===== src/rtl/hazard_ctrl.sv =====
// hazard_ctrl
// Pipeline hazard controller for a 5-stage in-order core. It covers:
//   - load-use stalls (one bubble into ID/EX)
//   - taken-branch flushes of IF/ID and ID/EX
//   - freezing the front of the pipe while a multicycle mul/div runs,
//     with a timeout that raises a sticky error flag
//
// Parameters:
//   MD_MAX_CYC   cycles allowed in MD_WAIT before timeout (2..255)
//
// Optional feature:
//   HAZARD_STALL_CNT_EN  when defined, stall_cnt counts cycles with
//                        pc_wr_en=0, saturating. When undefined, stall_cnt
//                        is tied to 0.
//
// Ports:
//   clk, rst_n                    clock, asynchronous active-low reset
//   id_rs, id_rs2, id_uses_rs2    source operands of the instruction in ID
//   id_ex_memrd, id_ex_rd         EX instruction is a load / its dest reg
//   ex_md_start                   multicycle op issued in EX this cycle
//   md_done                       multicycle result valid (1-cycle pulse)
//   ex_br_taken                   branch/jump in EX resolved taken
//   pc_wr_en, if_id_wr_en,
//   id_ex_wr_en                   pipeline register write enables
//   if_id_flush, id_ex_flush,
//   ex_mem_flush                  bubble insertion into the named register
//   md_timeout                    sticky multicycle timeout flag
//   stall_cnt                     stall-cycle counter
module hazard_ctrl #(
  parameter int unsigned MD_MAX_CYC = 64
) (
  input  logic        clk,
  input  logic        rst_n,
  input  logic [4:0]  id_rs,
  input  logic [4:0]  id_rs2,
  input  logic        id_uses_rs2,
  input  logic        id_ex_memrd,
  input  logic [4:0]  id_ex_rd,
  input  logic        ex_md_start,
  input  logic        md_done,
  input  logic        ex_br_taken,
  output logic        pc_wr_en,
  output logic        if_id_wr_en,
  output logic        id_ex_wr_en,
  output logic        if_id_flush,
  output logic        id_ex_flush,
  output logic        ex_mem_flush,
  output logic        md_timeout,
  output logic [31:0] stall_cnt
);

  localparam logic [1:0] ST_RUN     = 2'd0;
  localparam logic [1:0] ST_MD_WAIT = 2'd1;
  localparam logic [1:0] ST_LU_BUB  = 2'd2;

  // Last counter value in MD_WAIT before giving up on md_done.
  localparam logic [7:0] MD_LAST = 8'(MD_MAX_CYC - 1);

  logic [1:0] state_q, state_d;
  logic [7:0] md_cnt_q, md_cnt_d;
  logic       md_timeout_q, md_timeout_d;
  logic       lu_hit;

  // x0 never carries a real dependency, so a load into x0 cannot stall.
  assign lu_hit = id_ex_memrd && (id_ex_rd != 5'd0) &&
                  ((id_ex_rd == id_rs) || (id_uses_rs2 && (id_ex_rd == id_rs2)));

  always_comb begin
    state_d      = state_q;
    md_cnt_d     = md_cnt_q;
    md_timeout_d = md_timeout_q;
    pc_wr_en     = 1'b1;
    if_id_wr_en  = 1'b1;
    id_ex_wr_en  = 1'b1;
    if_id_flush  = 1'b0;
    id_ex_flush  = 1'b0;
    ex_mem_flush = 1'b0;

    case (state_q)
      ST_RUN: begin
        // A taken branch kills the younger instructions, so any load-use
        // hazard they carry is moot: flush only, never stall.
        if (ex_br_taken) begin
          if_id_flush = 1'b1;
          id_ex_flush = 1'b1;
        end else if (ex_md_start) begin
          state_d  = ST_MD_WAIT;
          md_cnt_d = 8'd0;
        end else if (lu_hit) begin
          pc_wr_en    = 1'b0;
          if_id_wr_en = 1'b0;
          id_ex_flush = 1'b1;
          state_d     = ST_LU_BUB;
        end
      end

      ST_MD_WAIT: begin
        // A timeout releases the pipe exactly as a normal completion would.
        if (md_done) begin
          state_d = ST_RUN;
        end else if (md_cnt_q == MD_LAST) begin
          md_timeout_d = 1'b1;
          state_d      = ST_RUN;
        end else begin
          pc_wr_en     = 1'b0;
          if_id_wr_en  = 1'b0;
          id_ex_wr_en  = 1'b0;
          ex_mem_flush = 1'b1;
          md_cnt_d     = md_cnt_q + 8'd1;
        end
      end

      // The load has now left EX, so the stalled instruction can proceed;
      // detection is masked because id_ex still holds the bubble's view.
      ST_LU_BUB: begin
        state_d = ST_RUN;
      end

      default: begin
        state_d = ST_RUN;
      end
    endcase

    // Hold the pipe in its free-running configuration while reset is low,
    // so an abandoned multicycle wait never glitches a flush.
    if (!rst_n) begin
      pc_wr_en     = 1'b1;
      if_id_wr_en  = 1'b1;
      id_ex_wr_en  = 1'b1;
      if_id_flush  = 1'b0;
      id_ex_flush  = 1'b0;
      ex_mem_flush = 1'b0;
    end
  end

  always_ff @(posedge clk or negedge rst_n) begin
    if (!rst_n) begin
      state_q      <= ST_RUN;
      md_cnt_q     <= 8'd0;
      md_timeout_q <= 1'b0;
    end else begin
      state_q      <= state_d;
      md_cnt_q     <= md_cnt_d;
      md_timeout_q <= md_timeout_d;
    end
  end

  assign md_timeout = md_timeout_q;

`ifdef HAZARD_STALL_CNT_EN
  logic [31:0] stall_cnt_q, stall_cnt_d;

  // Saturate rather than wrap so a long-running count never looks small.
  always_comb begin
    stall_cnt_d = stall_cnt_q;
    if (!pc_wr_en && (stall_cnt_q != 32'hFFFF_FFFF)) begin
      stall_cnt_d = stall_cnt_q + 32'd1;
    end
  end

  always_ff @(posedge clk or negedge rst_n) begin
    if (!rst_n) begin
      stall_cnt_q <= 32'd0;
    end else begin
      stall_cnt_q <= stall_cnt_d;
    end
  end

  assign stall_cnt = stall_cnt_q;
`else
  assign stall_cnt = 32'd0;
`endif

endmodule


===== config.mk =====
export PLATFORM = sky130hd
export DESIGN_NAME = hazard_ctrl
export DESIGN_NICKNAME = d
export VERILOG_FILES = /design/src/rtl/hazard_ctrl.sv
export SDC_FILE = /design/constraint.sdc
export NUM_CORES = 1
export LEC_CHECK = 0
export CAP_MARGIN = 20
export CORE_ASPECT_RATIO = 1.25
export CORE_MARGIN = 2
export CORE_UTILIZATION = 33
export CTS_CLUSTER_DIAMETER = 50
export DETAILED_ROUTE_END_ITERATION = 16
export GPL_ROUTABILITY_DRIVEN = 0
export PLACE_DENSITY = 0.75
export SYNTH_ARGS = -nofsm -noshare
export SYNTH_HDL_FRONTEND = slang
export SYNTH_SLANG_ARGS = --single-unit

===== constraint.sdc =====
create_clock -name clk -period 1.7 [get_ports clk]
set_input_delay 0.34 -clock clk [delete_from_list [all_inputs] [get_ports clk]]
set_output_delay 0.34 -clock clk [all_outputs]
set_load 0.01 [all_outputs]

# Yosys cells after proc, flatten, opt, wreduce, memory -nomap -nowiden
# Index checks and enable logic that the tools add are counted.
[totals]
register_bits = 11
inputBits = 22
out_inout_bits = 39
[classes]
n_addsub = 1
eq_ne = 10
mux = 32
bitwise = 1
reduce_logical = 10
[op_table]
columns = ["cell", "n"]
rows = [
  ["2-to-1 mux 8 bit", 4],
  ["2-to-1 mux 1 bit", 20],
  ["case mux 8 bit (2 select lines)", 1],
  ["equality test 5 bit", 2],
  ["2-to-1 mux 2 bit", 5],
  ["adder 8 x 1 -> 8 bit, second input constant", 1],
  ["equality test 8 x 6 -> 1 bit, second input constant", 1],
  ["!= test 2 bit, second input constant", 4],
  ["!= test 3 bit, second input constant", 2],
  ["AND reduction 3 bit", 2],
  ["AND reduction 5 bit", 1],
  ["nonzero test 5 bit", 1],
  ["case mux 2 bit (2 select lines)", 1],
  ["logical AND 1 bit", 3],
  ["equality test 2 x 1 -> 1 bit, second input constant", 1],
  ["zero test 2 bit", 1],
  ["case mux 1 bit (2 select lines)", 1],
  ["nonzero test 2 bit", 1],
  ["logical OR 1 bit", 1],
  ["NOT 1 bit", 1],
]

# Depth between registers and ports, before layout
# Gate-level depths: netlist (run 1).
[depth]
word_depth = 9
depth_mapped = 6

# Worst setup path before layout (run 1)
# Ideal clock, no wire load.
[synth_timing]
path_kind = "register to output"
start = "register md_cnt_q[0]"
end = "output pc_wr_en"
arrival_ps = 1580
slack_ps = -220
stages_incl_launch_ff = 7
path_cell_list = "dfrtp_1 -> ha_1 -> nand3_1 -> o41a_1 -> nand2_1 -> o21a_1 -> buf_4"
[synth_between]
elab_chain_cells = 5
[synth_rtl]
columns = ["item", "line_no", "rtl"]
rows = [
  ["start: declaration", "60", "logic [7:0] md_cnt_q, md_cnt_d;"],
  ["start signal: assignment", "143", "md_cnt_q <= md_cnt_d;"],
  ["equality test 8 x 6 -> 1 bit", "101", "end else if (md_cnt_q == MD_LAST) begin"],
  ["2-to-1 mux 1 bit (2 in a row)", "--", ""],
  ["case mux 1 bit (2 select lines)", "--", ""],
  ["2-to-1 mux 1 bit", "--", ""],
  ["end: declaration", "42", "output logic pc_wr_en,"],
]
# Every way passes these cells.

# Final worst setup path (run 1)
[layout_timing]
start = "register md_cnt_q[1]"
end = "output pc_wr_en"
[layout_between]
elab_chain_cells = 5
[layout_rtl]
columns = ["item", "line_no", "rtl"]
rows = [
  ["equality test 8 x 6 -> 1 bit", "101", ""],
  ["2-to-1 mux 1 bit", "101", ""],
  ["2-to-1 mux 1 bit", "99", "if (md_done) begin"],
  ["case mux 1 bit (2 select lines)", "79", "case (state_q)"],
  ["2-to-1 mux 1 bit", "126", "if (!rst_n) begin"],
]
# Every way passes these cells.

==> results of run 1 <==
## power by group
| part | switching (W) | internal (W) |
|---|---|---|
| Clock | 0.0000942 | 0.0000909 |
| Combinational | 0.000116 | 0.000121 |
| Sequential | 0.00000812 | 0.000269 |
## worst max-delay path, stage by stage (launching register included)
cell	delay (ps)
dfrtp_1	410
ha_4	170
nand3_4	60
o41a_1	340
nand2_2	100
o21a_1	130
buf_2	130
## Yosys cell counts (2+ instances only)
cell type and instances:
xor2_1 10, nor2_1 11, and2_1 3, buf_4 33
xnor2_1 2, nand3_1 5, dfrtp_1 11, nand2_1 5
a21o_1 2, nor3_1 4, inv_1 3, nor4_1 3
## registers in the layout (all words and copies together), names as in the netlist
signal      count
state_q         2
md_timeout      1
md_cnt_q        8
## per-layer routing
metal  vias up  wire [um]  part of all wire (%)  global-route usage (%)
li1        455          -                     -                       -
met1       410        845                    36                    15.2
met2        54       1240                    52                    26.1
met3         6        196                   8.3                    1.82
met4         0         82                   3.5                    10.6
met5         -          0                     0                       0
## cells by family after synthesis
kind of cell	synth area share [%]
AND/OR/NAND/NOR	22.9
multiplexers	1.13
flip-flops	27.5
adder cells (fa/ha/maj)	1.25
AO/OA/AOI/OAI	10.0
XOR/XNOR	10.5
buffers and inverters	26.3
other	0.375
## worst paths after layout
| kind | to | start | cells past startpoint |
|---|---|---|---|
| max | pc_wr_en | md_cnt_q[1] | 6 |
| min | state_q[1] | rst_n | 2 |
| max reg2reg | md_cnt_q[5] | md_cnt_q[1] | 6 |
| min reg2reg | md_timeout | md_timeout | 1 |
| max in group asynchronous | state_q[0] | rst_n | 2 |
| min in group clk | md_timeout | md_timeout | 1 |
## stage by stage
stage / TNS [ps] / hold WS [ps]
6_report: -1070 / 166
5_1_grt: -1590 / 167
4_1_cts: -1030 / 161
3_5_place_dp: -5130 / 479
3_3_place_gp: -4790 / 467
2_1_floorplan: -153 / 44.4
## timing repair
item | 4_1_cts | 5_1_grt
gates resized for setup | 47 | 7
hold buffers | 0 | 0
pin swaps | 11 | 6
buffers inserted | 5 | 3
endpoints found under the setup margin | 9 | 12
## layout make-up
type | count | area, um2 | area share, %
repair buffers | 60 | 485 | 32.5
well taps | 36 | 45.0 | 3.02
multi-input cells | 100 | 649 | 43.5
inverters | 3 | 11.3 | 0.754
flip-flops and latches | 11 | 275 | 18.4
clock buffers | 4 | 26.3 | 1.76
==> results.py, run 1 <==
metrics = {
    "status": {
        "status": "finished with violations",
        "violations": "negative setup slack",
    },
    "run": {
        "drv_cap": 0,
    },
    "yosys": {
        "synth.top_cells.by_area": "dfrtp_1 (28%), buf_4 (25%), xor2_1 (8.8%)",
        "yosysTopAreaCell": "dfrtp_1",
        "ys_seq_elements": 11,
        "synthesis.area_um2": 1000,
        "ys.flop_type": "dfrtp_1",
        "seq_area_frac_synth_pct": 27.5,
        "synthArstFlopShare_pct": 100,
        "synth_edf_count": 0,
        "syn_inst": 117,
        "syn_avg_cell_area_um2": 8.54,
        "yosysUniqueCellTypes": 37,
        "synth_top_area_share_pct": 27.5,
        "yosysWarnings": 0,
    },
    "power": {
        "cellLeakagePower_nw": 0.742,
        "p_per_area_nw_per_um2": 469,
        "finalPower_w": 0.000700,
        "peakVddDrop_v": 0.000237,
    },
    "min_path": {
        "hold_path_class": "in -> async",
    },
    "floorplan": {
        "fp.dieW_um": 53.2,
        "core_um2": 2920,
        "start_util_pct": 34.3,
        "fp.dieArea_um2": 3490,
        "rows": 22,
        "pin_count": 61,
        "die_y_um": 65.5,
    },
    "global_routing": {
        "antenna_found_initial": 0,
        "grt_overflow": 0,
        "grt_max_degree": 13,
        "grtUsageTotal_pct": 14.7,
        "grt_pass1_wl_mm": 3.72,
        "grt_pass1_vias": 880,
    },
    "timing": {
        "drv_slew": 0,
        "finalHoldViolations": 0,
        "rsz0062_at_grt": "true",
        "finalCriticalPeriod_ps": 1950,
        "fmax_mhz": 512,
        "finalSetupViolCount": 5,
        "fin_ws_ps": -254,
        "skew_ps": 1.52,
        "timing.final.crit_share_pct": 115,
    },
    "clocking": {
        "clkSinkCount": 11,
        "cts_buffer_depth": 2,
        "htreeDepth": 1,
        "clkTransAtPathRegs_ps": 70,
        "cts_root_buf": "clkbuf_4",
        "clk_latency_ps": 270,
        "tritoncts": "done",
        "cts_buffers": 3,
    },
    "setup_path": {
        "end_kind": "output port",
        "arrival_ps": 1610,
        "cp_max_fo": 3,
        "cp_data_required_time_ps": 1360,
        "r2r_slack_ps": 50,
        "path_class": "reg -> out",
        "start_kind": "flip-flop",
    },
    "drt": {
        "vias_per_cell": 4.32,
        "drt_iter0_drc": 7,
        "drc": 0,
        "vias": 925,
        "drtPass1Iterations": 4,
        "detail_route.wl_per_cell_um": 11.0,
        "drt_wl_total_mm": 2.36,
        "drtAntennaViolNets": 0,
    },
    "final_layout": {
        "final_core_util_pct": 51.2,
        "final_cell_mix": "conb_1 (32), buf_4 (32), nor2_1 (11), dfrtp_1 (11)",
        "drive_gt1_share_pct": 31.5,
        "area_growth_pct": 49.3,
        "antenna_cells": 0,
        "instances_no_fill": 214,
        "nets": 202,
        "fill_cells": 305,
        "final_area_um2": 1490,
    },
    "placement": {
        "placed_cell_area_um2": 1410,
        "numPortBuffers": 28,
        "dp_slack_ps": -804,
        "dp.cells": 204,
        "dp_hpwl_mm": 1.82,
    },
}
(Power assumes the default switching activity.)
==> run 2, diff against run 1 <==
CORE_ASPECT_RATIO = 0.5   (was 1.25)
CTS_CLUSTER_DIAMETER = 100   (was 50)
==> run 2 against run 1 <==
  * The run still ends with negative setup slack left
  * Die area rose by 0.69%
  * Flip-flop and latch count is the same
  * Largest cell class unchanged
  * Via count increased by 6.7%
  * Setup slack got worse by 16 ps
  * First-iteration DRC count grew to 7.3 times the previous value
==> results.py, run 2 (synthesis results as in run 1) <==
metrics = {
    "status": {
        "status": "finished with violations",
        "violations": "negative setup slack",
    },
    "drt": {
        "vias": 987,
        "wirelength_met1_mm": 1.07,
        "dr.max_layer_used": "met4",
        "detail_route.wl_per_cell_um": 12.7,
        "drtAntennaViolNets": 0,
        "drtPass1Iterations": 4,
        "drt_wl_total_mm": 2.80,
        "vias_per_cell": 4.47,
        "drt_iter0_drc": 51,
        "wl_met3_um": 174,
        "wl_met2_mm": 1.45,
        "drc": 0,
    },
    "timing": {
        "fin_ws_ps": -269,
        "drv_slew": 0,
        "finalHoldViolations": 0,
        "finalSetupViolCount": 7,
        "fmax_mhz": 508,
        "rsz0062_at_grt": "true",
        "finalCriticalPeriod_ps": 1970,
        "timing.final.crit_share_pct": 116,
        "skew_ps": 3.04,
    },
    "floorplan": {
        "fp.dieW_um": 81.8,
        "core_um2": 2940,
        "pin_count": 61,
        "start_util_pct": 34.0,
        "die_y_um": 42.9,
        "rows": 14,
        "fp.dieArea_um2": 3510,
    },
    "placement": {
        "dp.cells": 208,
        "dp_slack_ps": -812,
        "numPortBuffers": 28,
        "dp_hpwl_mm": 1.92,
    },
    "global_routing": {
        "grt_pass1_wl_mm": 4.12,
        "antenna_found_initial": 0,
        "grt_max_degree": 13,
        "grt_overflow": 0,
        "grt_pass1_vias": 928,
        "grtUsageTotal_pct": 16.1,
    },
    "setup_path": {
        "cpMaxStageDelayCell": "dfrtp_1",
        "cp_data_required_time_ps": 1360,
        "path_class": "reg -> out",
        "critPathMaxStageDelay_ps": 410,
        "critPathBufInv": 1,
        "end_kind": "output port",
        "path_delay_family": "compound AO/OA/AOI/OAI gates",
        "cp_max_fo": 3,
        "arrival_ps": 1630,
        "crit_chain": "ha_4 -> nand3_4 -> o41a_1 -> nand2_2 -> o21a_1 -> buf_2",
        "start_kind": "flip-flop",
    },
    "clocking": {
        "cts_buffer_depth": 2,
        "clkTransAtPathRegs_ps": 50,
        "tritoncts": "done",
        "cts_root_buf": "clkbuf_8",
        "clkSinkCount": 11,
        "cts_hold_buf": 0,
        "clk_latency_ps": 240,
        "cts_buffers": 3,
        "htreeDepth": 1,
    },
    "min_path": {
        "hold_path_class": "in -> async",
    },
    "power": {
        "cellLeakagePower_nw": 0.772,
        "peakVddDrop_v": 0.000252,
        "p_per_area_nw_per_um2": 513,
    },
    "final_layout": {
        "antenna_cells": 0,
        "largest_register": "md_cnt_q",
        "final_common_cell": "buf_4",
        "drive_gt1_share_pct": 36.5,
        "largest_reg_flops": 8,
        "area_growth_pct": 56.8,
        "instances_no_fill": 221,
        "nets": 205,
        "final_cell_mix": "buf_4 (33), conb_1 (32), nor2_1 (10), dfrtp_1 (10)",
    },
    "run": {
        "drv_cap": 0,
    },
}
==> run 2: cell types whose count changed in the layout (fill, tap and decap cells not counted), moves of 2 or more <==
cell / delta
nor3_2: -2
buf_6: +2
nor3_1: +2
clkbuf_8: +3
clkdlybuf4s15_2: +2
clkbuf_4: -3
==> run 2: layout make-up <==
| class | instances | area [um2] |
|---|---|---|
| clock buffer | 4 | 45.0 |
| timing repair buffer | 63 | 522 |
| sequential | 11 | 277 |
| tap | 40 | 50.0 |
| fill | 277 | 1380 |
| multi-input combinational | 100 | 663 |
| inverter | 3 | 11.3 |
==> run 2: worst paths after layout <==
check,start,to,slack (ps),depth (start not counted)
worst max-delay path,md_cnt_q[0],if_id_wr_en,-270,6
worst min-delay path,rst_n,md_cnt_q[4],230,2
worst max register to register,state_q[1],md_cnt_q[7],-100,5
worst min register to register,md_timeout,md_timeout,500,1
max in group asynchronous,rst_n,state_q[1],1290,2
min in group clk,md_timeout,md_timeout,500,1
==> run 2: through the flow <==
step | utilization [%] | hold slack (ps) | total power [W] | instance area (um2) | setup TNS [ps]
after global routing | 53.3 | 246 | 0.000844 | 1570 | -1690
after global placement | 48.2 | 463 | 0.000512 | 1420 | -5400
after CTS | 51.0 | 211 | 0.000787 | 1500 | -1200
final | 53.3 | 233 | 0.000804 | 1570 | -1260
after floorplan | - | 44.4 | 0.000435 | 1150 | -153
after detailed placement | 48.2 | 484 | 0.000519 | 1420 | -5640
==> run 2: timing repair <==
item / 4_1_cts / 5_1_grt
pin swaps: 14 / 9
buffers inserted: 6 / 5
hold endpoints to repair: 0 / 0
setup endpoints to repair: 8 / 13
gates resized for setup: 51 / 12
==> run 2: where the power goes <==
group	leakage [nW]	total (W)	switching, W	internal, W
Combinational	0.599	0.000258	0.000125	0.000133
Clock	0.0228	0.000267	0.000102	0.000165
Sequential	0.150	0.000279	0.00000915	0.000270
Total	0.772	0.000804	0.000236	0.000568
==> run 2: per-layer routing <==
layer  vias up  GRT usage [%]
met1       464           16.6
met5         -              0
li1        465              -
met3        11           5.32
met2        47           29.6
met4         0           7.00
